### src/rtl/fetch_pkg.sv
// Shared types and default sizing for the instruction-fetch sequencer.
// The FIFO entry pairs each fetched word with the address it was read from.
package fetch_pkg;

    localparam int unsigned WIDTH_DEF     = 9;
    localparam int unsigned DEPTH_DEF     = 32;
    localparam int unsigned ADDR_BITS_DEF = 5;

    typedef enum logic [1:0] {
        IDLE   = 2'd0,
        RUN    = 2'd1,
        HALTED = 2'd2
    } state_e;

    typedef struct packed {
        logic [WIDTH_DEF-1:0]     instr;
        logic [ADDR_BITS_DEF-1:0] pc;
    } fifo_entry_t;

endpackage

### src/rtl/fetch_fifo.sv
// Two-entry FIFO buffering fetched words for decode.
// Flush takes priority over push; a pop and a push may share a cycle even when full.
module fetch_fifo
    import fetch_pkg::*;
#(
    parameter type entry_t = fifo_entry_t
) (
    input  logic       CLK,
    input  logic       RESETN,
    input  logic       push,
    input  logic       pop,
    input  logic       flush,
    input  entry_t     din,
    output entry_t     head,
    output logic [1:0] count
);

    entry_t     mem_q [2];
    logic       rd_ptr_q, rd_ptr_d;
    logic       wr_ptr_q, wr_ptr_d;
    logic [1:0] count_q, count_d;
    logic       do_push, do_pop;

    always_comb begin
        do_pop   = pop && (count_q != 2'd0);
        do_push  = push && !flush && ((count_q != 2'd2) || do_pop);
        rd_ptr_d = rd_ptr_q;
        wr_ptr_d = wr_ptr_q;
        count_d  = count_q;
        if (flush) begin
            rd_ptr_d = 1'b0;
            wr_ptr_d = 1'b0;
            count_d  = 2'd0;
        end else begin
            if (do_pop) begin
                rd_ptr_d = ~rd_ptr_q;
            end
            if (do_push) begin
                wr_ptr_d = ~wr_ptr_q;
            end
            unique case ({do_push, do_pop})
                2'b10:   count_d = count_q + 2'd1;
                2'b01:   count_d = count_q - 2'd1;
                default: count_d = count_q;
            endcase
        end
    end

    always_ff @(posedge CLK or negedge RESETN) begin
        if (!RESETN) begin
            mem_q[0] <= '0;
            mem_q[1] <= '0;
            rd_ptr_q <= 1'b0;
            wr_ptr_q <= 1'b0;
            count_q  <= 2'd0;
        end else begin
            if (do_push) begin
                mem_q[wr_ptr_q] <= din;
            end
            rd_ptr_q <= rd_ptr_d;
            wr_ptr_q <= wr_ptr_d;
            count_q  <= count_d;
        end
    end

    assign head  = mem_q[rd_ptr_q];
    assign count = count_q;

endmodule

### src/rtl/rom_fetch_ctrl.sv
// Fetch sequencer for a 1-cycle synchronous instruction ROM: owns the PC, hides the
// read latency behind a 2-entry buffer and hands words to decode over valid/ready.
module rom_fetch_ctrl
    import fetch_pkg::*;
#(
    parameter int unsigned WIDTH      = WIDTH_DEF,
    parameter int unsigned DEPTH      = DEPTH_DEF,
    parameter int unsigned ADDR_BITS  = ADDR_BITS_DEF,
    parameter int unsigned START_ADDR = 0
) (
    input  logic                 CLK,
    input  logic                 RESETN,
    input  logic                 START,
    input  logic                 HALT,
    input  logic                 REDIRECT,
    input  logic [ADDR_BITS-1:0] REDIRECT_ADDR,
    output logic [ADDR_BITS-1:0] ROM_ADDR,
    input  logic [WIDTH-1:0]     ROM_DATA,
    output logic [WIDTH-1:0]     INSTR,
    output logic [ADDR_BITS-1:0] INSTR_PC,
    output logic                 INSTR_VALID,
    input  logic                 INSTR_READY,
    output logic                 BUSY,
    output logic                 ERR
);

    typedef struct packed {
        logic [WIDTH-1:0]     instr;
        logic [ADDR_BITS-1:0] pc;
    } fetch_entry_t;

    state_e               state_q, state_d;
    logic [ADDR_BITS-1:0] pc_q, pc_d;
    logic                 inflight_q, inflight_d;
    logic [ADDR_BITS-1:0] inflight_pc_q;
    logic                 err_q, err_d;

    logic                 redir_ok, redir_bad;
    logic                 pop, push, issue;
    logic [2:0]           occupancy;
    logic [1:0]           fifo_count;
    fetch_entry_t         fifo_din, fifo_head;

    assign redir_ok  = REDIRECT && (32'(REDIRECT_ADDR) < DEPTH);
    assign redir_bad = REDIRECT && !redir_ok;

    assign INSTR_VALID = (fifo_count != 2'd0);
    assign pop         = INSTR_VALID && INSTR_READY;

    // A word still in flight when a redirect arrives belongs to the old stream.
    assign push     = inflight_q && !REDIRECT;
    assign fifo_din = '{instr: ROM_DATA, pc: inflight_pc_q};

    // Only issue when the word will have a buffer slot by the time it returns.
    assign occupancy = {1'b0, fifo_count} + {2'b00, inflight_q};
    assign issue     = (state_q == RUN) && !HALT && !REDIRECT
                       && (occupancy <= (3'd1 + {2'b00, pop}));

    always_comb begin
        state_d    = state_q;
        pc_d       = pc_q;
        inflight_d = issue;
        err_d      = err_q | redir_bad;

        unique case (state_q)
            IDLE:    if (START && !HALT) state_d = RUN;
            RUN:     if (HALT) state_d = HALTED;
            HALTED:  if (START && !HALT) state_d = RUN;
            default: state_d = IDLE;
        endcase
        if (redir_bad) begin
            state_d = HALTED;
        end

        if (redir_ok) begin
            pc_d = REDIRECT_ADDR;
        end else if (issue) begin
            pc_d = (32'(pc_q) == DEPTH - 1) ? '0 : pc_q + 1'b1;
        end
    end

    always_ff @(posedge CLK or negedge RESETN) begin
        if (!RESETN) begin
            state_q       <= IDLE;
            pc_q          <= ADDR_BITS'(START_ADDR);
            inflight_q    <= 1'b0;
            inflight_pc_q <= '0;
            err_q         <= 1'b0;
        end else begin
            state_q    <= state_d;
            pc_q       <= pc_d;
            inflight_q <= inflight_d;
            err_q      <= err_d;
            if (issue) begin
                inflight_pc_q <= pc_q;
            end
        end
    end

    fetch_fifo #(
        .entry_t (fetch_entry_t)
    ) u_fifo (
        .CLK    (CLK),
        .RESETN (RESETN),
        .push   (push),
        .pop    (pop),
        .flush  (REDIRECT),
        .din    (fifo_din),
        .head   (fifo_head),
        .count  (fifo_count)
    );

    assign ROM_ADDR = pc_q;
    assign INSTR    = INSTR_VALID ? fifo_head.instr : '0;
    assign INSTR_PC = INSTR_VALID ? fifo_head.pc : '0;
    assign BUSY     = (state_q == RUN) || inflight_q || INSTR_VALID;
    assign ERR      = err_q;

endmodule

### config.mk
export PLATFORM = sky130hd
export DESIGN_NAME = rom_fetch_ctrl
export DESIGN_NICKNAME = d
export VERILOG_FILES = /design/src/rtl/fetch_pkg.sv /design/src/rtl/fetch_fifo.sv /design/src/rtl/rom_fetch_ctrl.sv
export SDC_FILE = /design/constraint.sdc
export NUM_CORES = 1
export LEC_CHECK = 0
export CAP_MARGIN = 20
export CORE_MARGIN = 2
export CORE_UTILIZATION = 50
export CTS_BUF_LIST = sky130_fd_sc_hd__clkbuf_8
export CTS_CLUSTER_SIZE = 20
export DETAILED_ROUTE_END_ITERATION = 6
export HOLD_SLACK_MARGIN = 0.03
export PLACE_DENSITY = 0.77
export SYNTH_ARGS = -nofsm -noshare
export SYNTH_HDL_FRONTEND = slang
export SYNTH_HIERARCHICAL = 1
export SYNTH_SLANG_ARGS = --single-unit
### constraint.sdc
create_clock -name CLK -period 2.9 [get_ports CLK]
set_input_delay 0.29 -clock CLK [delete_from_list [all_inputs] [get_ports CLK]]
set_output_delay 0.29 -clock CLK [all_outputs]
set_load 0.01 [all_outputs]
==> flow_metrics.py <==
metrics = {
    "power": {
        "power_density_nw_per_um2": 518,
        "leakage_nw": 1.37,
        "ir_worst_vdd_mv": 0.257,
    },
    "setup_path": {
        "worstReg2RegEnd": "ROM_ADDR[3]",
        "r2r-start": "u_fifo/count[1]",
        "worst_setup_path_end_kind": "register",
        "r2r_slack_ns": 0.31,
        "endpoint": "ROM_ADDR[3]",
        "crit_start": "u_fifo/count[1]",
        "path_max_fanout": 10,
        "ff2ff_path_depth": 10,
        "arrival_ns": 2.81,
        "cp_data_required_time_ns": 3.12,
        "start_kind": "register",
        "critical_path_class": "reg -> reg",
    },
    "synthesis": {
        "ys_types": 40,
        "syn_area_um2": 2320,
        "syn_nets": 224,
        "yosysMostFrequentCell": "dfrtp_1",
        "synth_top_flop_cell": "dfrtp_1",
        "yosys-top-cells-area": "dfrtp_1, mux2_2, mux2_4, nor2b_1, nand2_1",
        "synth_edf_count": 0,
        "yosys_warnings": 6,
        "synth_common_cells": "dfrtp_1, mux2_2, nand2_1, nor2b_1, nor2_1",
        "yosysSeqAreaShare_pct": 48.5,
        "yosysTopAreaCellShare_pct": 48.5,
        "async_flop_share_pct": 100,
        "synth_cells": 198,
        "syn_area_per_cell_um2": 11.7,
        "yosys.area.top_type": "dfrtp_1",
        "synth.ff_latch_count": 45,
    },
    "sta": {
        "setup_ws_ns": 0.310,
        "clock_skew_ns": 0.00734,
        "min_period_ns": 2.59,
        "fmax_mhz": 386,
        "hold_viol_final": 0,
        "worst_pin_slew_ns": 0.636,
        "setup_violations": 0,
        "hold_slack_ns": 0.454,
        "drv_slew": 0,
        "maxSlewHeadroom_pct": 57.6,
        "period_share_pct": 89.3,
        "rsz0062_at_grt": "no",
        "setup_tns_ns": 0,
    },
    "routing": {
        "ant_nets": 0,
        "drc": 0,
        "routed_wl_um": 4190,
        "vias": 1536,
        "initialDrtViolationCount": 129,
        "avgRoutedWirePerCell_um": 14.2,
        "first_pass_iters": 4,
        "viasPerCell": 5.21,
    },
    "floorplanning": {
        "start_util_pct": 52.6,
        "design.die.area_um2": 5210,
        "coreArea_um2": 4410,
        "std_cell_rows": 24,
        "die_h_um": 72.2,
        "ios": 42,
        "dieWidth_um": 72.2,
    },
    "grt": {
        "overflow": 0,
        "grt_pass1_vias": 1618,
        "grt_max_degree": 46,
        "grt_pass1_wl_um": 7360,
        "antenna_found_initial": 0,
        "grt_usage_pct": 18.1,
    },
    "clocking": {
        "post_cts_buffers": 0,
        "cts_made_buffers": 5,
        "clock_sinks": 45,
        "htree_levels": 2,
        "clk_path_buf_depth": 2,
        "clkTransAtPathRegs_ns": 0.08,
        "cts_tree": "yes",
        "root_buffer": "clkbuf_8",
        "insertion_delay_ns": 0.30,
    },
    "cells_and_area": {
        "antennaDiodeCount": 0,
        "drive_gt1_share_pct": 26.3,
        "final_nets": 269,
        "layout.cells.non_filler": 295,
        "area_growth_pct": 24.2,
    },
    "placement": {
        "dp_hpwl_um": 2850,
        "io_buffers": 40,
        "dp_cells": 286,
        "pre_cts_ws_ns": 0.298,
        "routabilityCongestion": 0.745,
    },
    "status": {
        "status": "finished, final reports clean",
    },
    "min_path": {
        "holdCritPathClass": "in -> async",
    },
    "run": {
        "maxCapViolations": 0,
    },
}
how the worst min path moves through the flow:
stage,start,to,slack (ns),cells after the start
floorplan,RESETN,ROM_ADDR[0],-0.006,0
global placement,state_q[0],state_q[1],0.48,1
detailed placement,state_q[0],state_q[1],0.48,1
CTS,RESETN,u_fifo/mem_q[25],0.17,1
global route,RESETN,u_fifo/mem_q[9],0.49,2
finish,RESETN,u_fifo/mem_q[9],0.45,2
critical path, cell delays in order (launching register included):
cell and delay [ns]:
dfrtp_1 0.47, nor2_1 0.17, inv_1 0.08, nand2_1 0.09
inv_1 0.14, fa_1 0.53, nor3b_1 0.20, o21ai_1 0.11
buf_4 0.19, or3_1 0.35, a31oi_1 0.18
layout make-up:
type / count / area [um^2]
Multi-Input combinational cell: 134 / 1090
Tap cell: 52 / 65.1
Sequential cell: 45 / 1130
Inverter: 9 / 33.8
Fill cell: 359 / 1530
Clock inverter: 2 / 35.0
Timing Repair Buffer: 48 / 470
Clock buffer: 5 / 68.8
state kept, by name (all words and copies together), names as in the netlist:
register and flops:
u_fifo/mem_q 28, ROM_ADDR 5, inflight_pc_q 5, state_q 2
u_fifo/count 2, inflight_q 1, u_fifo/rd_ptr_q 1, u_fifo/wr_ptr_q 1
where the power goes:
group / switching, mW / leakage, nW / total, mW / internal [mW]
Clock: 0.201 / 0.0540 / 0.451 / 0.250
Sequential: 0.0595 / 0.598 / 0.775 / 0.715
Combinational: 0.0923 / 0.717 / 0.270 / 0.178
Total: 0.353 / 1.37 / 1.50 / 1.14
layer usage:
metal  up-vias  track usage, %  share of wire [%]
li1        769               -                  -
met1       714            24.7                 48
met2        48            28.8                 44
met3         5            5.00                6.3
met4         0            4.40                1.1
met5         -               0                  0
cell usage in the layout, fill, tap and decap left out, types with 2 or more instances in the layout:
cell,count
a21oi_1,3
a221o_1,2
a31oi_1,3
and2_2,2
buf_4,6
clkbuf_8,5
clkdlybuf4s50_1,39
dfrtp_1,45
ha_1,5
inv_1,8
mux2_2,33
mux2_4,9
nand2_1,21
nand3_1,3
nor2_1,11
nor2b_1,14
o21ai_0,5
or3_1,3
xor2_1,2
stage by stage:
stage	total power, mW	util, %	instance area [um^2]
6_report	1.50	65.4	2890
5_1_grt	1.57	65.4	2890
4_1_cts	1.51	64.7	2860
3_5_place_dp	1.05	62.4	2750
3_3_place_gp	1.05	62.4	2750
2_1_floorplan	0.951	-	2320
cell families (layout without fill, tap and decap cells):
kind of cell             Yosys count  after routing  share of synthesized area, %
AO/OA/AOI/OAI                     18             18                          5.01
flip-flops                        45             45                          48.5
multiplexers                      42             42                          21.8
XOR/XNOR                           2              2                         0.754
adder cells (fa/ha/maj)            6              6                          3.55
AND/OR/NAND/NOR                   65             65                          15.3
buffers and inverters             19             64                          4.95
other                              1              1                         0.161
repair_timing:
| action | 4_1_cts | 5_1_grt |
|---|---|---|
| hold buffers | 0 | 1 |
| gates resized for setup | 0 | 0 |
| endpoints found under the hold margin | 0 | 17 |
| endpoints found under the setup margin | 0 | 0 |
No activity file was read; power rests on OpenSTA's default activity.
